`src/rtl/seq_detector_pkg.sv`:
```
// -----------------------------------------------------------------------------
// seq_detector_pkg
// Shared constants and helpers for the serial pattern detector:
//   DEF_N      - default maximum pattern length
//   DEF_CNT_W  - default match counter width
//   DEF_PAT    - default pattern loaded at reset ("1010", MSB sent first)
//   DEF_LEN_W  - width of the length input for the default N
//   clamp_len  - maps a raw length request onto the legal range 1..n
// -----------------------------------------------------------------------------
package seq_detector_pkg;

   localparam int               DEF_N     = 4;
   localparam int               DEF_CNT_W = 8;
   localparam logic [DEF_N-1:0] DEF_PAT   = 4'b1010;
   localparam int               DEF_LEN_W = $clog2(DEF_N + 1);

   // A zero length would never match; treat it as 1. Oversized lengths
   // collapse onto the full history width.
   function automatic int unsigned clamp_len(input int unsigned len,
                                             input int unsigned n);
      if (len == 0) return 1;
      if (len > n)  return n;
      return len;
   endfunction

endpackage

```
`src/rtl/sat_counter.sv`:
```
// -----------------------------------------------------------------------------
// sat_counter
// Up-counter that sticks at all-ones instead of wrapping.
//   clk   - clock, rising edge
//   clear - synchronous clear, dominates inc
//   inc   - count up by one (ignored once saturated)
//   count - current value
// -----------------------------------------------------------------------------
module sat_counter #(
   parameter int W = 8
) (
   input  logic         clk,
   input  logic         clear,
   input  logic         inc,
   output logic [W-1:0] count
);

   logic [W-1:0] r_count;

   // NOTE: sequential state is assigned with <= so every flop samples the
   // pre-edge values, independent of the order the blocks are evaluated in.
   always_ff @(posedge clk) begin
      if (clear) begin
         r_count <= '0;
      end else if (inc && (r_count != '1)) begin
         r_count <= r_count + W'(1);
      end
   end

   assign count = r_count;

endmodule

```
`src/rtl/seq_detector.sv`:
```
// -----------------------------------------------------------------------------
// seq_detector
// Serial pattern detector with a run-time programmable pattern of length
// 1..N, overlapping or non-overlapping detection and a saturating match count.
//   clk         - clock, rising edge
//   rst         - synchronous active-high reset
//   en          - sample strobe; in is consumed only when en = 1
//   in          - serial data bit
//   load        - latch pattern_in / len_in and restart detection
//   pattern_in  - new pattern, right-aligned; bit [len-1] is expected first
//   len_in      - new pattern length (0 -> 1, >N -> N)
//   overlap     - 1: matched bits may seed the next match, 0: restart after match
//   out         - registered one-cycle match pulse
//   match_count - matches since reset or load, saturating
// -----------------------------------------------------------------------------
module seq_detector
   import seq_detector_pkg::*;
#(
   parameter int             N           = DEF_N,
   parameter int             CNT_W       = DEF_CNT_W,
   parameter logic [N-1:0]   DEF_PATTERN = DEF_PAT
) (
   input  logic                     clk,
   input  logic                     rst,
   input  logic                     en,
   input  logic                     in,
   input  logic                     load,
   input  logic [N-1:0]             pattern_in,
   input  logic [$clog2(N+1)-1:0]   len_in,
   input  logic                     overlap,
   output logic                     out,
   output logic [CNT_W-1:0]         match_count
);

   localparam int LEN_W = $clog2(N + 1);

   logic [N-1:0]     r_pat;
   logic [LEN_W-1:0] r_len;
   logic [N-1:0]     r_hist;
   logic [LEN_W-1:0] r_fill;
   logic             r_out;

   logic [N-1:0]     w_hist_next;
   logic [LEN_W-1:0] w_fill_next;
   logic [N-1:0]     w_mask;
   logic             w_match;
   logic             w_clear;

   // Match is judged on the post-shift history so the pulse lands on the
   // edge that samples the last pattern bit.
   assign w_hist_next = {r_hist[N-2:0], in};
   assign w_fill_next = (r_fill == LEN_W'(N)) ? r_fill : r_fill + LEN_W'(1);

   // NOTE: every always_comb output gets a default before any conditional
   // logic, so no path can leave it unassigned and infer a latch.
   always_comb begin
      w_mask = '0;
      for (int i = 0; i < N; i++) begin
         w_mask[i] = (LEN_W'(i) < r_len);
      end
   end

   assign w_match = en && !load
                 && (w_fill_next >= r_len)
                 && (((w_hist_next ^ r_pat) & w_mask) == '0);

   always_ff @(posedge clk) begin
      if (rst) begin
         r_pat  <= DEF_PATTERN;
         r_len  <= LEN_W'(N);
         r_hist <= '0;
         r_fill <= '0;
         r_out  <= 1'b0;
      end else if (load) begin
         r_pat  <= pattern_in;
         r_len  <= LEN_W'(clamp_len(32'(len_in), N));
         r_hist <= '0;
         r_fill <= '0;
         r_out  <= 1'b0;
      end else if (en) begin
         r_hist <= w_hist_next;
         // Non-overlap: stale history bits stay but are masked by fill = 0.
         r_fill <= (w_match && !overlap) ? '0 : w_fill_next;
         r_out  <= w_match;
      end else begin
         r_out  <= 1'b0;
      end
   end

   assign w_clear = rst | load;

   sat_counter #(.W(CNT_W)) u_match_cnt (
      .clk   (clk),
      .clear (w_clear),
      .inc   (w_match),
      .count (match_count)
   );

   assign out = r_out;

endmodule
```
`config.mk`:
```
export PLATFORM = sky130hd
export DESIGN_NAME = seq_detector
export DESIGN_NICKNAME = d
export VERILOG_FILES = /design/src/rtl/seq_detector_pkg.sv /design/src/rtl/sat_counter.sv /design/src/rtl/seq_detector.sv
export SDC_FILE = /design/constraint.sdc
export NUM_CORES = 1
export LEC_CHECK = 0
export BUFFER_PORTS_ARGS = -buffer_cell sky130_fd_sc_hd__buf_2
export CORE_MARGIN = 10
export CORE_UTILIZATION = 25
export CTS_BUF_LIST = sky130_fd_sc_hd__clkbuf_8 sky130_fd_sc_hd__clkbuf_16
export CTS_CLUSTER_SIZE = 28
export DETAILED_ROUTE_END_ITERATION = 16
export SLEW_MARGIN = 10
export SYNTH_ARGS = -nofsm -noshare
export SYNTH_HDL_FRONTEND = slang
export SYNTH_SLANG_ARGS = --single-unit
```
`constraint.sdc`:
```
create_clock -name clk -period 4.9 [get_ports clk]
set_input_delay 0.49 -clock clk [delete_from_list [all_inputs] [get_ports clk]]
set_output_delay 0.49 -clock clk [all_outputs]
set_load 0.005 [all_outputs]
```
==> results.md <==
* Largest net degree at the start of global routing at 16
* Die Height at 86.4 um
* Initial Util at 25.5%
* Antenna fix cells at 0
* Area growth, synth to finish at 17.3%
* CTS resizes at 0
* Switching part of the total power at 22.4%
* Total gr overflow at 0
* Layout cell share with drive strength beyond 1 at 18.1%
* I/O Pins at 22
* Post-synth EDFFs at 0
* DRC at 0
* Drt via density at 4.74
* Avg Cell Area, Syn at 8.83 sq um
* Final Cycle Share at 54.5%
* CTS root buf: clkbuf_8
* Reg2reg setup slack at 2.23 ns
* WL final at 2400 um
* Vias at 929
* CP Launch Point: r_fill[0]$_SDFFE_PP0P_
* Fin crit period at 2.67 ns
* Initial DRC count at 33
* Arr. time, crit path at 2.86 ns
* Nets@finish at 165
* Post-Syn Area at 1100 sq um
* H-tree depth at 1
* Syn Nets at 144
* Distinct cells, synth at 34
* CTS sink cnt at 22
* Total power draw at 0.324 mW
* Setup CP Type: reg2reg
* Num CTS Buffers at 3
* Static Leak at 0.558 nW
* Status: complete, no violations
* NetSw at 0.0725 mW
* Int Power at 0.252 mW
* Crit-path cells: inv_1 -> ha_1 -> nand3b_1 -> o21ai_0 -> inv_1 -> ha_1 -> nand2_1 -> o21ai_0 -> nand3_1 -> or4_1 -> a21oi_1
* Main synth FF type: dfxtp_1
* Max-Slew Margin vs Limit at 67.9%
* End point of the critical path: u_match_cnt.count[3]$_SDFFE_PP0P_
* Post CTS Setup Buffer Count at 0
* Port Buffers at 21
* First-pass GRT wire length at 4010 um
* Final count of negative-setup-slack endpoints at 0
* Worst slew pin tran at 0.481 ns
* DIE WIDTH at 86.4 um
* Post-Place Worst Slack at 2.25 ns
* Area occupied by multi-input gates at 613 sq um
* Sequential share of power at 57.5%
* Fmax at 375 MHz
* FF-to-FF path depth at 11
* Reg2reg end: u_match_cnt.count[3]$_SDFFE_PP0P_
* Unrepaired setup endpoints after global routing: false
* Hold-fix buffers, CTS at 0
* Yosys Warn Count at 0
* Clk pwr share at 33.2%
* Register Area at 440 sq um
* TritonCTS clock tree: yes
* GP Congestion at 0.794
* Most common cell after layout, fill and taps aside: dfxtp_1
* Final Non-Filler Cells at 196
* Core footprint at 4320 sq um
* # rows at 24
* Vias in the first global route at 866
* Slew Limit Fails at 0
* Initial antenna violation count at 0
* Setup crit end kind: flip-flop
* CP Launch Type: flip-flop
* Post-synth ARST share at 0%
* Fill cells at 483
* Crit path largest cell delay at 0.59 ns
* Comb power frac at 9.3%
* Final Hold Viols at 0
* Share of the yosys chip area belonging to registers at 39.9%
* Routed WL per cell at 12.2 um
* Antenna Violating Nets Remaining at 0
* PnR worst setup slack at 2.23 ns
* Commonest cells after routing, fill and taps aside: 22 x dfxtp_1, 21 x buf_2, 10 x nand2_1
* Max FO, Critical Path at 15
* Crit-path slowest cell: or4_1
* Total track usage at 6.59%
* Mapped Cells at 125
* Worst min path class: in2reg
* Setup Total Neg Slack at 0 ns
* Fin util at 29.9%
* Worst-case vdd ir drop at 0.000102 V
* FF-to-FF Start: r_fill[0]$_SDFFE_PP0P_
* Clk Latency, worst-skew pair at 0.25 ns
* WP data required at 5.09 ns
* CTS Buffer Depth at 2
* Placed cells at 193
* Die ar. at 7470 sq um
* Clock skew at 0.00151 ns
* Max cap viols at 0
* Yosys reg bits at 22
* Reg clk slew, reported paths at 0.07 ns
* Dpl hpwl at 1880 um
* Drt first pass iters at 4
* Pwr dens at 250 nW/um^2
cell usage after synthesis, types with 4 or more instances:
master	instances	area (sq um)
or3_1	4	25.0
o21ai_0	4	20.0
o31ai_1	4	30.0
inv_1	8	30.0
xor2_1	4	35.0
a21oi_1	9	45.0
nor2_1	9	33.8
nand2_1	10	37.5
mux2i_1	9	90.1
dfxtp_1	22	440
clkbuf_1	4	15.0
ha_1	6	75.1
per-stage QoR:
step	instance area, sq um	hold slack [ns]
after floorplan	1100	0.461
after global placement	1250	0.483
after detailed placement	1250	0.485
after CTS	1290	0.448
after global routing	1290	0.447
final	1290	0.451
metal layers:
metal	global-route usage [%]	routed length (um)
met5	0	0
met4	2.65	30
met3	2.44	109
met2	10.4	1120
met1	7.87	1140
worst max-delay path, delay by kind of cell (launching register included):
| family | cells | cell delay, ns |
|---|---|---|
| fa+ha+maj | 2 | 0.49 |
| simple gates | 4 | 1.16 |
| flops | 1 | 0.37 |
| compound gates | 3 | 0.44 |
| buf+inv | 2 | 0.15 |
layout make-up:
class,instances,area share [%]
tap,52,5.02
inverter,8,2.32
multi-input combinational,90,47.3
clock buffer,3,3.19
timing repair buffer,21,8.12
sequential,22,34.0
flip-flops by register name, summed over array words and instances, names as in the netlist:
name / count
out: 1
r_fill: 3
r_hist: 3
r_len: 3
r_pat: 4
u_match_cnt.count: 8
cell families (layout without fill, tap and decap cells):
kind of cell	count (synthesis)	count (layout)	synth area share (%)
compound gates	26	26	15.3
xor+xnor	5	5	3.97
fa+ha+maj	6	6	6.80
buf+inv	13	32	4.53
flops	22	22	39.9
mux	9	9	8.16
simple gates	44	44	21.3
power groups by stage:
stage / clock network [mW] / registers [mW] / logic, mW
detailed placement: 0 / 0.191 / 0.0303
finish: 0.108 / 0.186 / 0.0300
global route: 0.120 / 0.187 / 0.0344
floorplan: 0 / 0.190 / 0.0204
CTS: 0.114 / 0.186 / 0.0304
global placement: 0 / 0.191 / 0.0300
worst min path at each step:
stage | from | to | cells past startpoint
after floorplan | r_pat[1]$_SDFFE_PP1P_ | r_pat[1]$_SDFFE_PP1P_ | 2
after global placement | r_pat[1]$_SDFFE_PP1P_ | r_pat[1]$_SDFFE_PP1P_ | 2
after CTS | pattern_in[3] | r_pat[3]$_SDFFE_PP1P_ | 3
final | pattern_in[3] | r_pat[3]$_SDFFE_PP1P_ | 3
after global routing | pattern_in[3] | r_pat[3]$_SDFFE_PP1P_ | 3
after detailed placement | r_pat[1]$_SDFFE_PP1P_ | r_pat[1]$_SDFFE_PP1P_ | 2
Power figures use the tool's default switching activity.
